**config.mk**
```make
export PLATFORM = sky130hd
export DESIGN_NAME = uart_rx_flat
export DESIGN_NICKNAME = d
export VERILOG_FILES = /design/src/rtl/uart_rx_if.sv /design/src/rtl/uart_rx.sv /design/src/flat_wrapper.sv
export SDC_FILE = /design/constraint.sdc
export NUM_CORES = 1
export LEC_CHECK = 0
export ABC_AREA = 0
export BUFFER_PORTS_ARGS = -buffer_cell sky130_fd_sc_hd__buf_4
export CAP_MARGIN = 20
export CORE_ASPECT_RATIO = 0.9
export CORE_UTILIZATION = 60
export DETAILED_ROUTE_END_ITERATION = 8
export MAX_ROUTING_LAYER = met4
export PLACE_DENSITY = 0.87
export RECOVER_POWER = 50
export SKIP_LAST_GASP = 1
export SLEW_MARGIN = 15
export SYNTH_ARGS = -nofsm -noshare
export SYNTH_HDL_FRONTEND = slang
export SYNTH_SLANG_ARGS = --single-unit
```
**constraint.sdc**
```tcl
create_clock -name Clk -period 2.7 [get_ports Clk]
set_input_delay 0.405 -clock Clk [delete_from_list [all_inputs] [get_ports Clk]]
set_output_delay 0.405 -clock Clk [all_outputs]
set_load 0.005 [all_outputs]
```
**src/rtl/uart_rx_if.sv**
```systemverilog
// AXI4-Stream channel carrying one received UART character; tuser[0] flags a
// frame or parity error on that character.
interface uart_rx_if;
   logic [7:0] tdata;
   logic       tvalid;
   logic       tready;
   logic [0:0] tuser;

   modport src (output tdata, output tvalid, output tuser, input tready);
   modport snk (input tdata, input tvalid, input tuser, output tready);
endinterface

```
**src/rtl/uart_rx.sv**
```systemverilog
// UART receiver: oversamples rxd on baud_clk ticks, deserialises LSB-first frames
// and presents each character on an AXI4-Stream source with an error flag.
module uart_rx #(
   parameter int unsigned TICKS_PER_BIT = 9,
   parameter int unsigned SAMPLE_TICK   = 4
) (
   input  logic        Clk,
   input  logic        Rst,
   input  logic        En,
   input  logic        baud_clk,
   uart_rx_if.src      m_axis,
   input  logic [1:0]  data_bits,
   input  logic [1:0]  stop_bits,
   input  logic        parity_en,
   input  logic        parity_type,
   output logic        busy,
   output logic        frame_err,
   output logic        parity_err,
   output logic        overrun_err,
   input  logic        rxd
);

   localparam int unsigned CW = $clog2(TICKS_PER_BIT + 1);

   typedef enum logic [2:0] {StIdle, StStart, StData, StParity, StStop, StBreak} state_e;

   state_e          state_q, state_d;
   logic [CW-1:0]   cnt_q, cnt_d;
   logic [2:0]      idx_q, idx_d;
   logic [7:0]      shift_q, shift_d;
   logic            par_flag_q, par_flag_d;
   logic [3:0]      nbits_q, nbits_d;
   logic            pen_q, pen_d;
   logic            ptype_q, ptype_d;
   logic [7:0]      tdata_q, tdata_d;
   logic            tuser_q, tuser_d;
   logic            tvalid_q, tvalid_d;
   logic            frame_err_q, frame_err_d;
   logic            parity_err_q, parity_err_d;
   logic            overrun_q, overrun_d;
   logic            rxd_meta_q, rxd_sync_q;
   logic            expire;
   logic            unused_stop_bits;

   // Only the first stop bit is checked, so the stop-bit count is not needed.
   assign unused_stop_bits = ^stop_bits;

   assign expire = (cnt_q == CW'(1));

   always_comb begin
      state_d      = state_q;
      cnt_d        = cnt_q;
      idx_d        = idx_q;
      shift_d      = shift_q;
      par_flag_d   = par_flag_q;
      nbits_d      = nbits_q;
      pen_d        = pen_q;
      ptype_d      = ptype_q;
      tdata_d      = tdata_q;
      tuser_d      = tuser_q;
      tvalid_d     = tvalid_q;
      frame_err_d  = 1'b0;
      parity_err_d = 1'b0;
      overrun_d    = 1'b0;

      if (tvalid_q && m_axis.tready) tvalid_d = 1'b0;

      if (baud_clk) begin
         unique case (state_q)
            StIdle: begin
               if (!rxd_sync_q) begin
                  state_d = StStart;
                  cnt_d   = CW'(SAMPLE_TICK);
                  nbits_d = 4'd8 - {2'b00, data_bits};
                  pen_d   = parity_en;
                  ptype_d = parity_type;
               end
            end
            StStart: begin
               if (!expire) begin
                  cnt_d = cnt_q - CW'(1);
               end else if (rxd_sync_q) begin
                  state_d = StIdle;
               end else begin
                  state_d    = StData;
                  cnt_d      = CW'(TICKS_PER_BIT);
                  idx_d      = 3'd0;
                  shift_d    = 8'h00;
                  par_flag_d = 1'b0;
               end
            end
            StData: begin
               if (!expire) begin
                  cnt_d = cnt_q - CW'(1);
               end else begin
                  shift_d[idx_q] = rxd_sync_q;
                  cnt_d          = CW'(TICKS_PER_BIT);
                  idx_d          = idx_q + 3'd1;
                  if ({1'b0, idx_q} == nbits_q - 4'd1) state_d = pen_q ? StParity : StStop;
               end
            end
            StParity: begin
               if (!expire) begin
                  cnt_d = cnt_q - CW'(1);
               end else begin
                  // Unused upper shift bits are zero, so the full-word XOR is the data XOR.
                  par_flag_d = rxd_sync_q != (^shift_q ^ ptype_q);
                  cnt_d      = CW'(TICKS_PER_BIT);
                  state_d    = StStop;
               end
            end
            StStop: begin
               if (!expire) begin
                  cnt_d = cnt_q - CW'(1);
               end else begin
                  frame_err_d  = !rxd_sync_q;
                  parity_err_d = par_flag_q;
                  state_d      = rxd_sync_q ? StIdle : StBreak;
                  if (!tvalid_q || m_axis.tready) begin
                     tdata_d  = shift_q;
                     tuser_d  = !rxd_sync_q || par_flag_q;
                     tvalid_d = 1'b1;
                  end else begin
                     overrun_d = 1'b1;
                  end
               end
            end
            StBreak: begin
               if (rxd_sync_q) state_d = StIdle;
            end
            default: state_d = StIdle;
         endcase
      end

      if (!En) begin
         state_d      = StIdle;
         cnt_d        = '0;
         idx_d        = 3'd0;
         shift_d      = 8'h00;
         par_flag_d   = 1'b0;
         tdata_d      = 8'h00;
         tuser_d      = 1'b0;
         tvalid_d     = 1'b0;
         frame_err_d  = 1'b0;
         parity_err_d = 1'b0;
         overrun_d    = 1'b0;
      end
   end

   always_ff @(posedge Clk or posedge Rst) begin
      if (Rst) begin
         state_q      <= StIdle;
         cnt_q        <= '0;
         idx_q        <= 3'd0;
         shift_q      <= 8'h00;
         par_flag_q   <= 1'b0;
         nbits_q      <= 4'd8;
         pen_q        <= 1'b0;
         ptype_q      <= 1'b0;
         tdata_q      <= 8'h00;
         tuser_q      <= 1'b0;
         tvalid_q     <= 1'b0;
         frame_err_q  <= 1'b0;
         parity_err_q <= 1'b0;
         overrun_q    <= 1'b0;
         rxd_meta_q   <= 1'b1;
         rxd_sync_q   <= 1'b1;
      end else begin
         state_q      <= state_d;
         cnt_q        <= cnt_d;
         idx_q        <= idx_d;
         shift_q      <= shift_d;
         par_flag_q   <= par_flag_d;
         nbits_q      <= nbits_d;
         pen_q        <= pen_d;
         ptype_q      <= ptype_d;
         tdata_q      <= tdata_d;
         tuser_q      <= tuser_d;
         tvalid_q     <= tvalid_d;
         frame_err_q  <= frame_err_d;
         parity_err_q <= parity_err_d;
         overrun_q    <= overrun_d;
         rxd_meta_q   <= En ? rxd : 1'b1;
         rxd_sync_q   <= En ? rxd_meta_q : 1'b1;
      end
   end

   assign m_axis.tdata  = tdata_q;
   assign m_axis.tvalid = tvalid_q;
   assign m_axis.tuser  = tuser_q;
   assign busy          = (state_q != StIdle);
   assign frame_err     = frame_err_q;
   assign parity_err    = parity_err_q;
   assign overrun_err   = overrun_q;

endmodule

```
**src/flat_wrapper.sv**
```systemverilog
// flat-port wrapper written by rule: the top's interface ports become plain ports
module uart_rx_flat 
#(
   parameter int unsigned TICKS_PER_BIT = 9,
   parameter int unsigned SAMPLE_TICK   = 4
)
  (Clk, Rst, En, baud_clk, data_bits, stop_bits, parity_en, parity_type, busy, frame_err, parity_err, overrun_err, rxd, m_axis_tdata, m_axis_tvalid, m_axis_tuser, m_axis_tready);
  uart_rx_if m_axis_i ();
  input  logic Clk;
  input  logic Rst;
  input  logic En;
  input  logic baud_clk;
  input  logic [1:0] data_bits;
  input  logic [1:0] stop_bits;
  input  logic parity_en;
  input  logic parity_type;
  output logic busy;
  output logic frame_err;
  output logic parity_err;
  output logic overrun_err;
  input  logic rxd;
  output wire logic [$bits(m_axis_i.tdata)-1:0] m_axis_tdata;
  output wire logic [$bits(m_axis_i.tvalid)-1:0] m_axis_tvalid;
  output wire logic [$bits(m_axis_i.tuser)-1:0] m_axis_tuser;
  input wire logic [$bits(m_axis_i.tready)-1:0] m_axis_tready;
  assign m_axis_tdata = m_axis_i.tdata;
  assign m_axis_tvalid = m_axis_i.tvalid;
  assign m_axis_tuser = m_axis_i.tuser;
  assign m_axis_i.tready = m_axis_tready;
  uart_rx #(.TICKS_PER_BIT(TICKS_PER_BIT), .SAMPLE_TICK(SAMPLE_TICK)) u_core (.Clk(Clk), .Rst(Rst), .En(En), .baud_clk(baud_clk), .m_axis(m_axis_i), .data_bits(data_bits), .stop_bits(stop_bits), .parity_en(parity_en), .parity_type(parity_type), .busy(busy), .frame_err(frame_err), .parity_err(parity_err), .overrun_err(overrun_err), .rxd(rxd));
endmodule
```
# Word-level counts from Yosys, hierarchy flattened
# Index checks and enable logic that the tools add are counted.
# totals
inputBits	12
ff_bits	40
out_inout_bits	14
word_cells	138
# op_classes
reduce_logical	16
add_sub_neg	4
mux	73
n_eq_ne	25
magnitude_cmp	2
bitwise	2
# ops
cell	n
2-to-1 mux 8 bit	10
2-to-1 mux 3 bit	16
2-to-1 mux 1 bit	32
2-to-1 mux 4 bit	7
inequality test 3 x 2 -> 1 bit, second input constant	6
one-hot mux 3 bit (6 select lines)	1
one-hot mux 4 bit (4 select lines)	1
one-hot mux 8 bit (2 select lines)	1
AND reduction 5 bit	3
inequality test 3 bit, second input constant	3
bitwise mux 8 bit	1
inequality test 2 x 1 -> 1 bit, second input constant	4
AND reduction 8 bit	1
XOR reduction 8 bit	1
subtractor 4 x 1 -> 4 bit, second input constant	2
equality test 3 x 2 -> 1 bit, second input constant	2
equality test 3 bit, second input constant	2
inequality test 3 x 1 -> 1 bit, second input constant	2
one-hot mux 3 bit (2 select lines)	1
inequality test 5 x 2 -> 1 bit, second input constant	1
equality test 3 x 4 -> 1 bit	1
equality test 4 x 1 -> 1 bit, second input constant	1
less-than comparator 3 x 4 -> 1 bit, second input constant	1
inequality test 4 bit, second input constant	1
18 further kinds	21

# Logic depth before layout (Yosys ltp)
# depth
ltp_word	9
depth_mapped	7

# Least setup slack after synthesis
# Ideal clock, no wire load.
# synth_path
path_type	flip-flop to flip-flop
startpoint	register u_core.cnt_q[1]
endpoint	register u_core.idx_q[2]
n_path_buf	1
setup_ps	121
path_stages_with_launch	8
path_slack_ps	1009
arrival_ps	1570
period_less_slack_ps	1691
path_cell_list	dfrtp_1 inv_1 ha_1 nor3b_4 o211ai_1 buf_2 o2bb2ai_1 a22o_1
# synth_between
elab_chain_len	3
# synth_lines
element	line_no	source
from (decl)	uart_rx.sv:28	logic [CW-1:0] cnt_q, cnt_d;
from (signal assigned)	uart_rx.sv:170	cnt_q <= cnt_d;
equality test 4 x 1 -> 1 bit *	uart_rx.sv:48	assign expire = (cnt_q == CW'(1));
inequality test 3 x 2 -> 1 bit (no line)	--	
AND reduction 5 bit (no line) *	--	
to (signal assigned)	uart_rx.sv:171	idx_q <= idx_d;
to (decl)	uart_rx.sv:29	logic [2:0] idx_q, idx_d;
# Mark *: on every way between the ends. The rest lies on a longest branch, timed or not.
# A chain may end at the register's enable or synchronous reset.

# Worst setup path after layout
# layout_path
startpoint	input port En
endpoint	register u_core.shift_q[1]
# layout_between
elab_chain_len	2
# layout_lines
element	line_no	source
from (decl)	flat_wrapper.sv:11	input logic En;
inequality test 3 x 2 -> 1 bit (no line) (tied with other cells)	--	
AND reduction 5 bit (no line)	--	
to (signal assigned)	uart_rx.sv:172	shift_q <= shift_d;
to (decl)	uart_rx.sv:30	logic [7:0] shift_q, shift_d;
# Several ways; a longest one is shown, not always the timed one.

==> results.toml <==
[synthesis]
syn_avg_cell_area_um2 = 10.37
syn_nets = 237
ys_warn_count = 0
synth-seq-area-share_pct = 44.05
ys_ff_latch = 40
ys.flop_type = "dfrtp_1"
synth_edf_count = 0
synth_area_mm2 = 0.002281
synth.distinct_cells = 59
synthCells = 220
async_flop_share_pct = 100.0

[run]
drv_cap = 1

[cts]
clk_pin_slew_ns = 0.08
cts_setup_buffers = 0
cts_inserted_buffers = 5
cts_tree = "built"
cts.sink_count = 40
cts_hold_buf = 0
root_buffer = "clkbuf_8"
clk-insertion-delay-late_ns = 0.30
clock_path_buffers = 2
ctsResizeCount = 0
htreeDepth = 2

[sta]
worst_pin_slew_ns = 2.095
skew_ns = 0.008718
fin_crit_sh_pct = 82.33
slew_headroom_pct = -39.64
setup_tns_ns = 0
grt_setup_unrepaired = "false"
finalSetupViolCount = 0
final-max-slew-violation-count = 41
fin_crit_ns = 2.223
max_freq_ghz = 0.4499
hold_violations = 0

[setup_path]
cp_max_fo = 26
cp_slowest_cell = "clkbuf_1"
critPathMaxStageDelay_ns = 0.82
crit_family = "buffers and inverters"
worst-r2r-setup-slack_ns = 0.50
cp_num_buf_inv = 2
path_depth = 6
cp-start-kind = "input pin"
path_cells = "clkbuf_1 > nor2b_1 > buf_4 > nand2_1 > a211o_1 > o22ai_1"
r2r_cells = 6
cp_data_arrival_time_ns = 2.44
crit_required_ns = 2.92
critical_path_class = "input pin to flop"
end_kind = "flop"

[place]
numPortBuffers = 23
hpwl_um = 3162
gp_congestion = 0.8634

[final_layout]
antenna_cells = 0
fill_cells = 260
drive_gt1_share_pct = 21.76
areaGrowthSynthToFinish_pct = 13.66
multi_input_area_mm2 = 0.001119
post-route-util_pct = 74.00
register_area_mm2 = 0.001005
nets = 256

[floorplan]
die-area_mm2 = 0.004052
core_mm2 = 0.003503
io_pins = 26
initial_core_util_pct = 65.11
die_y_um = 60.49
rows = 20
dieWidth_um = 66.99

[drt]
viasPerCell = 6.088
post_drt_wl_per_cell_um = 15.63
drt-pass1-iter-count = 4
ant_nets = 0
vias = 1723
drt_iter0_drc = 83
wl_um = 4424
drc = 0

[pwr]
p_per_area_mw_per_mm2 = 763.3
leakagePower_nw = 1.158
ir_worst_vdd_uv = 622.8

[grt]
grt_max_degree = 41
grt.total_usage_pct = 26.02
globalRouteOverflowTotal = 0
grt_pass1_wl_um = 7486
antenna_found_initial = 0
grt_pass1_vias = 1640

[min_path]
hold_depth = 2
hold_path_class = "input pin to flop"

[run_status]
violations = "capacitance limit, slew limit"
status = "complete, but fails checks"
[layer usage]
metal / track usage [%] / up-vias / wire [µm]
li1: - / 838 / -
met1: 33.45 / 823 / 2083
met2: 39.25 / 56 / 1996
met3: 8.271 / 6 / 282
met4: 8.207 / 0 / 61
met5: - / - / 0
[cell families (layout without fill, tap and decap cells)]
kind of cell,Yosys count,in the layout,synth area share (%)
AOI/OAI and AO/OA,62,62,21.89
and+or+nand+nor,54,54,15.31
adders and majority gates,5,5,2.743
muxes,7,7,3.510
DFF,40,40,44.05
buffers and inverters,39,58,6.912
xor gates and xnor gates,13,13,5.595
[report_power, final]
part | internal (mW) | leakage (nW) | switching, mW
registers | 0.689 | 0.532 | 0.129
clock network | 0.364 | 0.0642 | 0.210
logic | 0.282 | 0.562 | 0.305
[sequential cells by signal, summed over array words and instances (netlist names), 3 cells and up]
name,cells
u_core.cnt_q,4
u_core.idx_q,3
u_core.m_axis.tdata,8
u_core.nbits_q,4
u_core.shift_q,8
u_core.state_q,3
[synthesized netlist by cell type (all sizes together), types with 2 or more instances]
library cell	number	area [µm²]
a32oi	8	70.07
o21a	3	22.52
o21ai	5	25.02
nor2b	6	37.54
nand2	8	32.54
clkbuf	6	22.52
nor3b	3	43.79
nand2b	4	25.02
o211ai	5	37.54
o22ai	8	50.05
o41ai	2	25.03
nor3	4	25.02
nand3b	3	22.52
dfrtp	37	925.9
nor2	8	35.03
a41oi	2	17.52
mux2	5	60.05
nand3	6	30.03
ha	5	62.56
and2	2	12.51
xor2	4	35.03
dfstp	3	78.83
mux2i	2	20.02
a22o	10	87.58
inv	24	90.09
buf	9	45.05
xnor2	8	70.07
or3b	3	26.28
o31ai	4	30.03
a21oi	4	20.02
[final timing paths]
kind	start	end
min	rxd	u_core.rxd_meta_q
min in group asynchronous	Rst	u_core.cnt_q[0]
min reg2reg	u_core.rxd_meta_q	u_core.rxd_sync_q
max	En	u_core.shift_q[1]
max reg2reg	u_core.cnt_q[1]	u_core.shift_q[1]
max in group asynchronous	Rst	u_core.cnt_q[3]
[placed cells by master (no fill, tap or decap), types with 2 or more instances in the layout]
cell	instances
a21oi_1	4
nand3_1	6
a32oi_1	8
bufinv_16	2
nor3b_2	2
nor2_1	6
clkbuf_8	5
nand3b_1	3
nand2_1	7
clkbuf_1	2
o31ai_1	4
o211ai_1	5
nor3_1	3
dfrtp_1	37
a41oi_1	2
nand2b_1	4
xnor2_1	8
buf_4	19
ha_1	5
inv_1	24
nor2_2	2
o21a_1	3
mux2_2	4
xor2_1	4
dfstp_2	3
and2_1	2
a22o_1	10
o21ai_0	4
nor2b_1	6
o22ai_1	8
or3b_1	2
mux2i_1	2
clkbuf_4	6
[area by class of cell]
class	count	share of cell area, %
well taps	44	2.124
multi-input cells	141	43.15
clock buffers	5	2.654
repair buffers	27	7.529
inverters	24	3.475
clock inverters	2	2.317
flip-flops and latches	40	38.75
[metrics by stage]
step | setup slack (ns) | std cells | cell area (µm²) | total power, mW | hold slack (ns)
floorplan | 1.009 | 220 | 2281 | 1.278 | 0.4485
global placement | 0.6118 | 276 | 2471 | 1.384 | 0.4616
detailed placement | 0.5256 | 276 | 2471 | 1.409 | 0.4759
CTS | 0.4988 | 283 | 2600 | 1.979 | 0.2379
global route | 0.2155 | 283 | 2592 | 2.101 | 0.3024
finish | 0.4771 | 283 | 2592 | 1.979 | 0.2971
No activity file was read; power rests on OpenSTA's default activity.
